`src/rtl/bcd_display_pkg.sv`:
```
// Shared constants and BCD helpers for the six-digit display counter.
// Imported by bcd_display_counter and bcd_digit_cell.
package bcd_display_pkg;

    localparam int DIGITS_DEFAULT = 6;

    typedef logic [3:0] bcd_t;

    localparam bcd_t BCD_MAX  = 4'd9;
    localparam bcd_t BCD_ZERO = 4'd0;

    // Out-of-range nibbles (A..F) saturate to 9 so the display never shows a non-decimal digit.
    function automatic bcd_t bcd_clamp(input bcd_t v);
        return (v > BCD_MAX) ? BCD_MAX : v;
    endfunction

endpackage

```
`src/rtl/bcd_digit_cell.sv`:
```
// One BCD digit of the up/down ripple chain: steps by one when enabled with an incoming carry/borrow
// and reports its own wrap (9->0 up, 0->9 down) to the next digit.
module bcd_digit_cell
    import bcd_display_pkg::*;
(
    input  logic [3:0] cur,
    input  logic       up,
    input  logic       en,
    input  logic       cin,
    output logic [3:0] nxt,
    output logic       cout
);

    logic w_wrap;
    logic w_step;

    assign w_wrap = up ? (cur == BCD_MAX) : (cur == BCD_ZERO);
    assign w_step = en & cin;

    always_comb begin
        nxt = cur;
        if (w_step) begin
            if (up) begin
                nxt = w_wrap ? BCD_ZERO : cur + 4'd1;
            end else begin
                nxt = w_wrap ? BCD_MAX : cur - 4'd1;
            end
        end
    end

    assign cout = w_step & w_wrap;

endmodule

```
`src/rtl/bcd_display_counter.sv`:
```
// Six-digit BCD up/down event counter feeding the 7-segment decoders; counts on prescaler tick or
// debounced button press, with parallel load. Optional leading-zero blanking: LEADING_ZERO_BLANK_EN.
module bcd_display_counter
    import bcd_display_pkg::*;
#(
    parameter int CLK_HZ       = 50_000_000,
    parameter int TICK_HZ      = 10,
    parameter int DEBOUNCE_CYC = 500_000,
    parameter int DIGITS       = DIGITS_DEFAULT
) (
    input  logic                  clk,
    input  logic                  reset,
    input  logic                  run,
    input  logic                  step_n,
    input  logic                  up,
    input  logic                  load,
    input  logic [4*DIGITS-1:0]   load_val,
    output logic [4*DIGITS-1:0]   digits,
    output logic [DIGITS-1:0]     blank,
    output logic                  carry
);

    localparam int TICK_DIV = CLK_HZ / TICK_HZ;
    localparam int PW       = $clog2(TICK_DIV + 1);
    localparam int DW       = $clog2(DEBOUNCE_CYC + 1);

    localparam logic [PW-1:0] PRESC_LAST = PW'(TICK_DIV - 1);
    localparam logic [DW-1:0] DB_LAST    = DW'(DEBOUNCE_CYC - 1);

    // ---------------- prescaler ----------------
    logic [PW-1:0] r_presc;
    logic          w_tick;

    always_ff @(posedge clk or posedge reset) begin
        if (reset) begin
            r_presc <= '0;
        end else if (!run || (r_presc == PRESC_LAST)) begin
            r_presc <= '0;
        end else begin
            r_presc <= r_presc + PW'(1);
        end
    end

    assign w_tick = run & (r_presc == PRESC_LAST);

    // ---------------- synchroniser + debouncer ----------------
    // Synchroniser and debounced level reset to the released (high) state so that
    // deasserting reset can never look like a press.
    logic [1:0]    r_sync;
    logic          r_db;
    logic          r_db_d;
    logic [DW-1:0] r_db_cnt;
    logic          w_step_pulse;

    always_ff @(posedge clk or posedge reset) begin
        if (reset) begin
            r_sync   <= 2'b11;
            r_db     <= 1'b1;
            r_db_d   <= 1'b1;
            r_db_cnt <= '0;
        end else begin
            r_sync <= {r_sync[0], step_n};
            r_db_d <= r_db;
            if (r_sync[1] == r_db) begin
                r_db_cnt <= '0;
            end else if (r_db_cnt == DB_LAST) begin
                r_db     <= r_sync[1];
                r_db_cnt <= '0;
            end else begin
                r_db_cnt <= r_db_cnt + DW'(1);
            end
        end
    end

    assign w_step_pulse = r_db_d & ~r_db;

    // ---------------- digit chain ----------------
    logic                w_count_evt;
    logic [4*DIGITS-1:0] r_digits;
    logic [4*DIGITS-1:0] w_chain_digits;
    logic [4*DIGITS-1:0] w_load_clamped;
    logic [4*DIGITS-1:0] w_next_digits;
    logic [DIGITS-1:0]   w_cin;
    logic [DIGITS-1:0]   w_cout;
    logic                r_carry;

    // A tick and a press in the same cycle merge into a single count.
    assign w_count_evt = w_tick | w_step_pulse;
    assign w_cin[0]    = 1'b1;

    genvar gi;
    generate
        for (gi = 0; gi < DIGITS; gi++) begin : g_digit
            if (gi > 0) begin : g_chain
                assign w_cin[gi] = w_count_evt & w_cout[gi-1];
            end
            bcd_digit_cell u_cell (
                .cur  (r_digits[4*gi +: 4]),
                .up   (up),
                .en   (w_count_evt),
                .cin  (w_cin[gi]),
                .nxt  (w_chain_digits[4*gi +: 4]),
                .cout (w_cout[gi])
            );
        end
    endgenerate

    always_comb begin
        w_load_clamped = '0;
        for (int i = 0; i < DIGITS; i++) begin
            w_load_clamped[4*i +: 4] = bcd_clamp(load_val[4*i +: 4]);
        end
    end

    assign w_next_digits = load ? w_load_clamped : w_chain_digits;

    always_ff @(posedge clk or posedge reset) begin
        if (reset) begin
            r_digits <= '0;
            r_carry  <= 1'b0;
        end else begin
            r_digits <= w_next_digits;
            r_carry  <= ~load & w_cout[DIGITS-1];
        end
    end

    assign digits = r_digits;
    assign carry  = r_carry;

    // ---------------- blanking ----------------
`ifdef LEADING_ZERO_BLANK_EN
    localparam logic [DIGITS-1:0] BLANK_RST = {{(DIGITS-1){1'b1}}, 1'b0};

    logic [DIGITS-1:0] w_blank_nxt;
    logic [DIGITS-1:0] r_blank;
    logic              w_upper_zero;

    // Scan from the most significant digit down; digit 0 is always shown.
    always_comb begin
        w_blank_nxt  = '0;
        w_upper_zero = 1'b1;
        for (int i = DIGITS - 1; i >= 1; i--) begin
            w_upper_zero   = w_upper_zero & (w_next_digits[4*i +: 4] == BCD_ZERO);
            w_blank_nxt[i] = w_upper_zero;
        end
    end

    always_ff @(posedge clk or posedge reset) begin
        if (reset) begin
            r_blank <= BLANK_RST;
        end else begin
            r_blank <= w_blank_nxt;
        end
    end

    assign blank = r_blank;
`else
    assign blank = '0;
`endif

endmodule
```
`config.mk`:
```
export PLATFORM = sky130hd
export DESIGN_NAME = bcd_display_counter
export DESIGN_NICKNAME = d
export VERILOG_FILES = /design/src/rtl/bcd_display_pkg.sv /design/src/rtl/bcd_digit_cell.sv /design/src/rtl/bcd_display_counter.sv
export SDC_FILE = /design/constraint.sdc
export NUM_CORES = 1
export LEC_CHECK = 0
export CAP_MARGIN = 20
export CORE_ASPECT_RATIO = 0.8
export CORE_MARGIN = 8
export CORE_UTILIZATION = 28
export CTS_CLUSTER_DIAMETER = 50
export CTS_CLUSTER_SIZE = 16
export DETAILED_ROUTE_END_ITERATION = 10
export HOLD_SLACK_MARGIN = 0.06
export PLACE_DENSITY = 0.51
export REMOVE_ABC_BUFFERS = 1
export SLEW_MARGIN = 5
export SYNTH_ARGS = -nofsm -noshare
export SYNTH_HDL_FRONTEND = slang
export SYNTH_SLANG_ARGS = --single-unit
```
`constraint.sdc`:
```
create_clock -name clk -period 2.45 [get_ports clk]
set_clock_uncertainty 0.05 [all_clocks]
set_input_delay 0.49 -clock clk [delete_from_list [all_inputs] [get_ports clk]]
set_output_delay 0.49 -clock clk [all_outputs]
set_load 0.01 [all_outputs]
```
==> results.md, run 1 <==
- Area delta synth->final: 33.9%
- Max Freq: ~0.42 GHz
- Core area: approximately 17,000 um2
- Post-synth EDFFs: 0
- Grt ovf: 0
- Starting density of the core: roughly 28%
- CP startpoint kind: flip-flop
- Critical path required time: 2.65 ns
- HPWL Detailed: 9100 um
- Fin area: around 6300 um2
- Die area: ~21,000 um2
- Final net count: 675
- Syn Inst Count: 529
- Drt wl/cell: 14.9 um
- Synthesis-stage register bit count: 71
- CTS H-tree depth: 3
- Number of diodes: 0
- Unique masters post-synth: slightly above 60
- Critical path fanouts, max: 4
- Fillers: between 1,500 and 2,000
- WL final: 12,700 um
- Vias per cell: 4.93
- Clk sinks: 71
- Synth Flop Type: dfrtp_1
- Placed cell area: about 6000 um2
- CP peak stage delay: between 0.5 and 0.6 ns
- Router iterations before antenna repair: 4
- Layout Cells excl Fill: around 850
- PwrDens: between 500 and 600 nW/um2
- Vias in the first global route: 4,206
- Fin. Hold Viols: 0
- RSZ-0062 raised after global routing: false
- Crit. End Element: flip-flop
- Final setup viols: 0
- Top post-synthesis cells by area: dfrtp_1, ha_1, nor2_1, xor2_1, xnor2_1
- Antenna viol nets, final: 0
- Syn_area_per_cell: around 8.9 um2
- Yosys top cell area share: 35.7%
- Status: complete, no violations
- Largest net degree at the start of global routing: 35
- Total CTS buffers: 9
- First-pass GRT wire length: 21,000 um
- Crit Path Class: reg -> reg
- Placer congestion estimate: approximately 0.83
- Max clock buf depth: 2
- Worst-path clk slew: about 0.060 ns
- IO Port Bufs: 54
- Number of cell rows: 42
- IO Count: 61
- Leak: around 2.6 nW
- DP Cell Count: ~830
- Ys async rst share: 100%
- Final critical-path required period: 2.38 ns
- DRT iter0 DRCs: 229
- Cell mode on critical path: or4_4
- Leading area contributor after synthesis: dfrtp_1
- Root Driver: clkbuf_16
- CP cell instances: inv_2 -> ha_4 -> or4b_4 -> and2_4 -> or4_4 -> or4_4 -> o311ai_4
- Clock Latency Late Sink: 0.34 ns
- Seq/Total Area, Yosys: 37.9%
- GRT Overall Usage: a little under an eighth
- Setup TNS: 0 ns
- Via Count: 4,186
- Pins Over Slew Limit: 0
- Core Util, Final: around two fifths
- Share of layout cells above drive strength 1: ~16%
- Yosys warns: 0
- DIE WIDTH: 161 um
- Maximum vdd drop: approximately 0.35 mV
- Max cap viols: 0
- CTS tree: built
- Slowest CP cell: or4_4
- Synthesized area: 4700 um2
- HP Class: reg -> reg
- Initial antenna violation count: 0
- Arrival @ worst endpoint: 2.58 ns
- Die Y-Extent: 132 um
- Crit share post-route: 97.1%
- # DRC: 0
## cell type report
type                            instances  area (um2)  area share [%]
Tap cell                              220         275            4.37
Clock buffer                           10         239            3.79
Clock inverter                          6        68.8            1.09
Inverter                               27         101            1.61
Timing Repair Buffer                  110        1030            16.4
Sequential cell                        71        1780            28.3
Multi-Input combinational cell        405        2800            44.4
## worst paths after layout
kind	startpoint	endpoint	slack [ns]	cells past startpoint
min in group asynchronous	reset	r_presc[7]	0.45	2
max in group asynchronous	reset	digits[13]	1.33	3
min	r_sync[0]	r_sync[1]	0.31	0
max	digits[8]	digits[19]	0.07	7
min reg2reg	r_sync[0]	r_sync[1]	0.31	0
max reg2reg	digits[8]	digits[19]	0.07	7
## cells in the mapped netlist, types with 12 or more instances
library cell and number:
xor2_1 27, xnor2_1 21, a21oi_1 12, inv_1 26, clkbuf_1 22, nand4_1 13
ha_1 21, nand2_1 31, o21ai_0 21, nand3_1 24, dfrtp_1 67, nor2_1 69
## layer usage
layer	wire length, um	up-vias	share of wire, %	global-route usage (%)
met5	0	-	0	0
met4	86	0	0.68	2.67
met3	500	9	3.9	3.53
met2	5950	73	47	19.4
met1	6140	2054	48	15.5
li1	-	2050	-	-
## kinds of logic (layout without fill, tap and decap cells)
family | count (synthesis) | after routing | synth area share, %
AOI/OAI and AO/OA | 88 | 88 | 12.5
xor gates and xnor gates | 48 | 48 | 8.94
adders and majority gates | 21 | 21 | 5.59
buffers and inverters | 58 | 153 | 5.29
DFF | 71 | 71 | 37.9
muxes | 15 | 15 | 3.83
other | 1 | 6 | 0.0798
and+or+nand+nor | 227 | 227 | 25.8
## sequential cells by signal, summed over array words and instances, names as in the netlist
| register | cells |
|---|---|
| carry | 1 |
| r_db_d | 1 |
| r_sync | 2 |
| r_presc | 23 |
| r_db_cnt | 19 |
| digits | 24 |
| r_db | 1 |
## layout by cell type (no fill, tap or decap), types with 4 or more instances in the layout
cell type and count:
nand2b_1 6, a21oi_1 12, inv_1 23, o21ai_0 21, buf_12 5, o31ai_1 6
clkdlybuf4s50_1 53, nor2b_1 7, and3_1 8, xnor2_1 21, dfstp_2 4, nor3_1 10
conb_1 6, or4_1 4, mux2i_1 9, nand3b_1 5, mux2_2 4, buf_4 48
a31oi_1 9, xor2_1 27, nand2_1 31, nor3b_1 6, o211ai_1 7, nor2_1 69
o21bai_1 4, nand3_1 24, ha_1 20, and2_1 7, dfrtp_1 66, and4_1 5
nor4_1 7, nand4_1 13, clkbuf_16 9, or3_1 5
## per-stage QoR
stage	worst slack, ns	total power (W)	hold WS [ns]
3_5_place_dp	-0.710	0.00238	0.301
2_1_floorplan	-0.219	0.00189	0.295
3_3_place_gp	-0.552	0.00236	0.299
5_1_grt	0.000441	0.00397	0.318
6_report	0.0703	0.00376	0.312
4_1_cts	-0.0125	0.00378	0.311
## repair_timing
action,4_1_cts,5_1_grt
pin swaps,9,4
cloned,0,0
gates resized for setup,12,14
buffers inserted,6,1
endpoints found under the setup margin,15,18
hold buffers,0,0
## where the power goes
part | leakage [nW] | internal [W] | switching (W)
Clock | 0.149 | 0.000821 | 0.000547
Combinational | 1.53 | 0.000536 | 0.000508
Sequential | 0.928 | 0.00125 | 0.0000978
## critical path, delay by kind of cell, from the launching register on
| family | cells | cell delay [ns] |
|---|---|---|
| simple gates | 4 | 1.56 |
| flops | 1 | 0.39 |
| fa+ha+maj | 1 | 0.13 |
| buf+inv | 1 | 0.09 |
| compound gates | 1 | 0.07 |
Power figures use the tool's default switching activity.
==> run 2: changes to the inputs <==
RECOVER_POWER = 50   (was default)
==> results.md, run 2 (synthesis results as in run 1) <==
- Crit share post-route: a little over nine tenths
- Clk sinks: 71
- Hold_buf cts: 0
- Fillers: between 1,500 and 2,000
- Initial antenna violation count: 0
- Worst Min Path Start: r_sync[0]
- Crit Reg-Reg Endpoint: digits[19]
- Commonest non-fill, non-tap cells in the layout: nor2_1, dfrtp_1, buf_4, clkdlybuf4s50_1, nand2_1
- Multi-input gate area: between 2000 and 3000 um2
- DP Cell Count: ~830
- CP startpoint kind: primary input
- Worst-path clk slew: about 0.060 ns
- IO Port Bufs: 54
- Max Freq: 0.419 GHz
- Vias in the first global route: 4,206
- Commonest non-fill, non-tap cell in the layout: nor2_1
- HP Class: reg -> reg
- Router iterations before antenna repair: 4
- Drt wl/cell: 14.9 um
- Die Y-Extent: between 100 and 150 um
- Root Driver: clkbuf_16
- Status: complete, no violations
- Die area: 21,200 um2
- R2R Path Start: digits[8]
- Final critical-path required period: 2.39 ns
- Grt ovf: 0
- Fin area: roughly 6300 um2
- First-pass GRT wire length: 21,000 um
- Hold worst-path end: r_sync[1]
- Number of diodes: 0
- IO Count: 61
- Placer congestion estimate: 0.826
- PwrDens: 597 nW/um2
- Crit Path Class: in -> reg
- Maximum vdd drop: 0.348 mV
- Worst slack at placement: -0.710 ns
- Vias per cell: 4.93
- Leak: roughly 2.6 nW
- Largest net degree at the start of global routing: 35
- Area delta synth->final: 33.6%
- DRT iter0 DRCs: 246
- Register Area: 1780 um2
- HPWL Detailed: 9100 um
- R2r worst-path depth: 7
- Antenna viol nets, final: 0
- Setup TNS: 0 ns
- Reg2Reg Setup Slack: ~0.070 ns
- Hold path depth: 0
- Max FFs per register: 24
- Crit. End Element: flip-flop
- Max_slew headroom: 45.1%
- Final Worst Setup Slack: 0.0642 ns
- Arrival @ worst endpoint: 2.58 ns
- Pins Over Slew Limit: 0
- Core Util, Final: 38.1%
- Fin. Hold Viols: 0
- DIE WIDTH: 161 um
- CTS H-tree depth: 3
- RSZ-0062 raised after global routing: false
- # DRC: 0
- Total CTS buffers: 9
- Max cap viols: 0
- Final setup viols: 0
- Critical path fanouts, max: 27
- Clock Latency Late Sink: around 0.34 ns
- Placed cell area: between 5000 and 6000 um2
- Core area: around 17,000 um2
- Starting density of the core: between 20% and 30%
- Layout Cells excl Fill: 849
- Via Count: 4,185
- WL final: roughly 13,000 um
- CTS tree: built
- Critical path required time: 2.65 ns
- Number of cell rows: 42
- Worst Tran Pin Value: a little over 0.8 ns
- GRT Overall Usage: 12.0%
- Share of layout cells above drive strength 1: between 10% and 20%
- Final net count: between 600 and 700
- Max clock buf depth: 2
==> run 2: how the worst max path moves through the flow <==
| stage | startpoint | to | slack (ns) |
|---|---|---|---|
| finish | up | digits[19] | 0.06 |
| global route | r_presc[20] | digits[11] | 0.0004 |
| CTS | r_presc[17] | digits[7] | -0.01 |
| detailed placement | up | digits[19] | -0.71 |
| global placement | up | digits[19] | -0.55 |
| floorplan | digits[1] | digits[19] | -0.22 |
==> run 2: critical path, stage by stage <==
cell,delay (ns)
dlygate4sd2_1,0.36
buf_4,0.36
nand4b_1,0.16
and2_4,0.19
or4_4,0.44
or4_4,0.51
o311ai_4,0.07
==> run 2: through the flow <==
stage / hold WS (ns) / total power (W)
after floorplan: 0.295 / 0.00189
after global placement: 0.299 / 0.00236
after detailed placement: 0.301 / 0.00238
after CTS: 0.311 / 0.00378
after global routing: 0.318 / 0.00396
final: 0.312 / 0.00375
==> run 2: power breakdown <==
group	leakage, nW	switching [W]	internal [W]	total, W
clock network	0.149	0.000546	0.000821	0.00137
registers	0.928	0.0000982	0.00125	0.00135
logic	1.54	0.000509	0.000527	0.00104
==> run 2: per-layer routing <==
layer / wire (um) / GRT usage, %
met2: 5950 / 19.4
met5: 0 / 0
met1: 6130 / 15.5
met4: 83 / 2.67
met3: 515 / 3.53
==> run 2: layout make-up <==
type | count | area share (%)
tap | 220 | 4.38
inverter | 27 | 1.61
multi-input combinational | 405 | 44.5
sequential | 71 | 28.4
clock buffer | 10 | 3.80
timing repair buffer | 110 | 16.2
clock inverter | 6 | 1.10
==> run 2: what timing repair did <==
action,CTS,global route
resized for setup,12,14
pin swaps,9,4
buffers inserted,6,1
endpoints found under the setup margin,15,18
==> run 3: changes to the inputs <==
GPL_ROUTABILITY_DRIVEN = 0   (was default)
TNS_END_PERCENT = 5   (was default)
==> results.md, run 3 (synthesis results as in run 1) <==
- Status: complete, no violations
- Die Y-Extent: roughly 130 um
- Worst-path clk slew: about 0.060 ns
- CP peak stage delay: 0.50 ns
- Die area: ~21,000 um2
- Starting density of the core: 28.5%
- Grt ovf: 0
- Vias per cell: between 4 and 5
- CP delay by family, top: simple AND/OR/NAND/NOR gates
- Max Freq: 0.418 GHz
- Routing usage on met2: around a fifth
- Pins Over Slew Limit: 0
- Clock Latency Late Sink: 0.34 ns
- Final setup viols: 0
- Critical path fanouts, max: 4
- Crit. End Element: flip-flop
- Arrival @ worst endpoint: 2.59 ns
- Worst Tran Pin Value: 0.814 ns
- Share of layout cells above drive strength 1: 15.6%
- IO Count: 61
- # DRC: 0
- HP Class: reg -> reg
- Cell mode on critical path: or4_4
- Vias in the first global route: between 4,000 and 5,000
- Commonest non-fill, non-tap cell in the layout: nor2_1
- CTS H-tree depth: 3
- Max cap viols: 0
- First-pass GRT wire length: 21,000 um
- CP startpoint kind: flip-flop
- Min Hold Slack: around 0.31 ns
- Number of diodes: 0
- Buffers & Inverters on Critical Path: 1
- Number of cell rows: 42
- Maximum vdd drop: 0.345 mV
- Initial antenna violation count: 0
- RSZ-0062 raised after global routing: true
- Core area: 16,500 um2
- Commonest non-fill, non-tap cells in the layout: nor2_1, dfrtp_1, clkdlybuf4s50_1, buf_4, nand2_1
- Drt wl/cell: 14.8 um
- Fillers: 1,669
- DRT iter0 DRCs: 235
- Area delta synth->final: 32.8%
- Max clock buf depth: 2
- IO Port Bufs: 54
- DIE WIDTH: ~160 um
- WL final: 12,600 um
- PwrDens: 598 nW/um2
- CTS tree: built
- Final Worst Setup Slack: 0.0574 ns
- GRT Overall Usage: 12.0%
- Hold_buf cts: 0
- Leak: 2.61 nW
- Met1 Use GR: 15.5%
- Critical path required time: 2.65 ns
- Total CTS buffers: 9
- CP cell instances: inv_2 -> ha_1 -> or4b_4 -> and2_4 -> or4_4 -> or4_4 -> o311ai_2
- GR Util met3: approximately 3.5%
- Max_slew headroom: 45.7%
- Largest net degree at the start of global routing: 35
- Core Util, Final: between 30% and 40%
- Crit Path Class: reg -> reg
- Worst slack at placement: -0.710 ns
- Final net count: 675
- Via Count: 4,176
- Antenna viol nets, final: 0
- Final critical-path required period: 2.39 ns
- Root Driver: clkbuf_16
- Gr busiest metal: met2
- Crit share post-route: 97.7%
- Fin. Hold Viols: 0
- Max FFs per register: 24
- Router iterations before antenna repair: 4
- Slowest CP cell: or4_4
- HPWL Detailed: 9100 um
- Clk sinks: between 70 and 80
-- run 3: changes by cell type in the layout (fill, tap and decap cells not counted), sizes merged --
cell and delta:
clkdlybuf4s50 +1, dlygate4sd3 -1
-- run 3: worst paths after layout --
path / startpoint / slack (ns) / depth (start not counted) / end
hold reg to reg: r_sync[0] / 0.31 / 0 / r_sync[1]
setup / recovery: digits[9] / 0.06 / 7 / digits[19]
hold / removal: r_sync[0] / 0.31 / 0 / r_sync[1]
setup reg to reg: digits[9] / 0.06 / 7 / digits[19]
max in group asynchronous: reset / 0.39 / 3 / r_presc[13]
min in group asynchronous: reset / 0.68 / 2 / r_presc[7]
-- run 3: cell type report --
type,instances,area [um2],share of cell area (%)
multi-input cells,405,2770,44.3
clock buffers,10,239,3.83
inverters,27,101,1.62
clock inverters,6,68.8,1.10
well taps,220,275,4.41
flip-flops and latches,71,1780,28.5
repair buffers,110,1010,16.2
-- run 3: metrics by stage --
| step | instances | setup TNS [ns] | total power, W | instance area (um2) |
|---|---|---|---|---|
| after floorplan | 503 | -0.383 | 0.00189 | 4570 |
| after global placement | 827 | -5.61 | 0.00236 | 5850 |
| after detailed placement | 827 | -8.30 | 0.00238 | 5850 |
| after CTS | 849 | -0.0499 | 0.00378 | 6230 |
| after global routing | 849 | -0.0180 | 0.00394 | 6240 |
| final | 849 | 0 | 0.00373 | 6240 |
-- run 3: timing repair --
action	in CTS	in global routing
pin swaps	9	1
setup endpoints to repair	15	18
gates cloned	0	0
gates resized for setup	12	8
buffers inserted	6	0
-- run 3: routing by layer --
layer / vias up / part of all wire [%]
met5: - / 0
met4: 0 / 0.59
met3: 8 / 4.3
met2: 84 / 47
met1: 2029 / 48
li1: 2055 / -
-- run 3: where the power goes --
part / internal [W] / switching, W / total [W]
logic: 0.000518 / 0.000503 / 0.00102
registers: 0.00125 / 0.0000936 / 0.00134
clock network: 0.000821 / 0.000547 / 0.00137
total: 0.00259 / 0.00114 / 0.00373
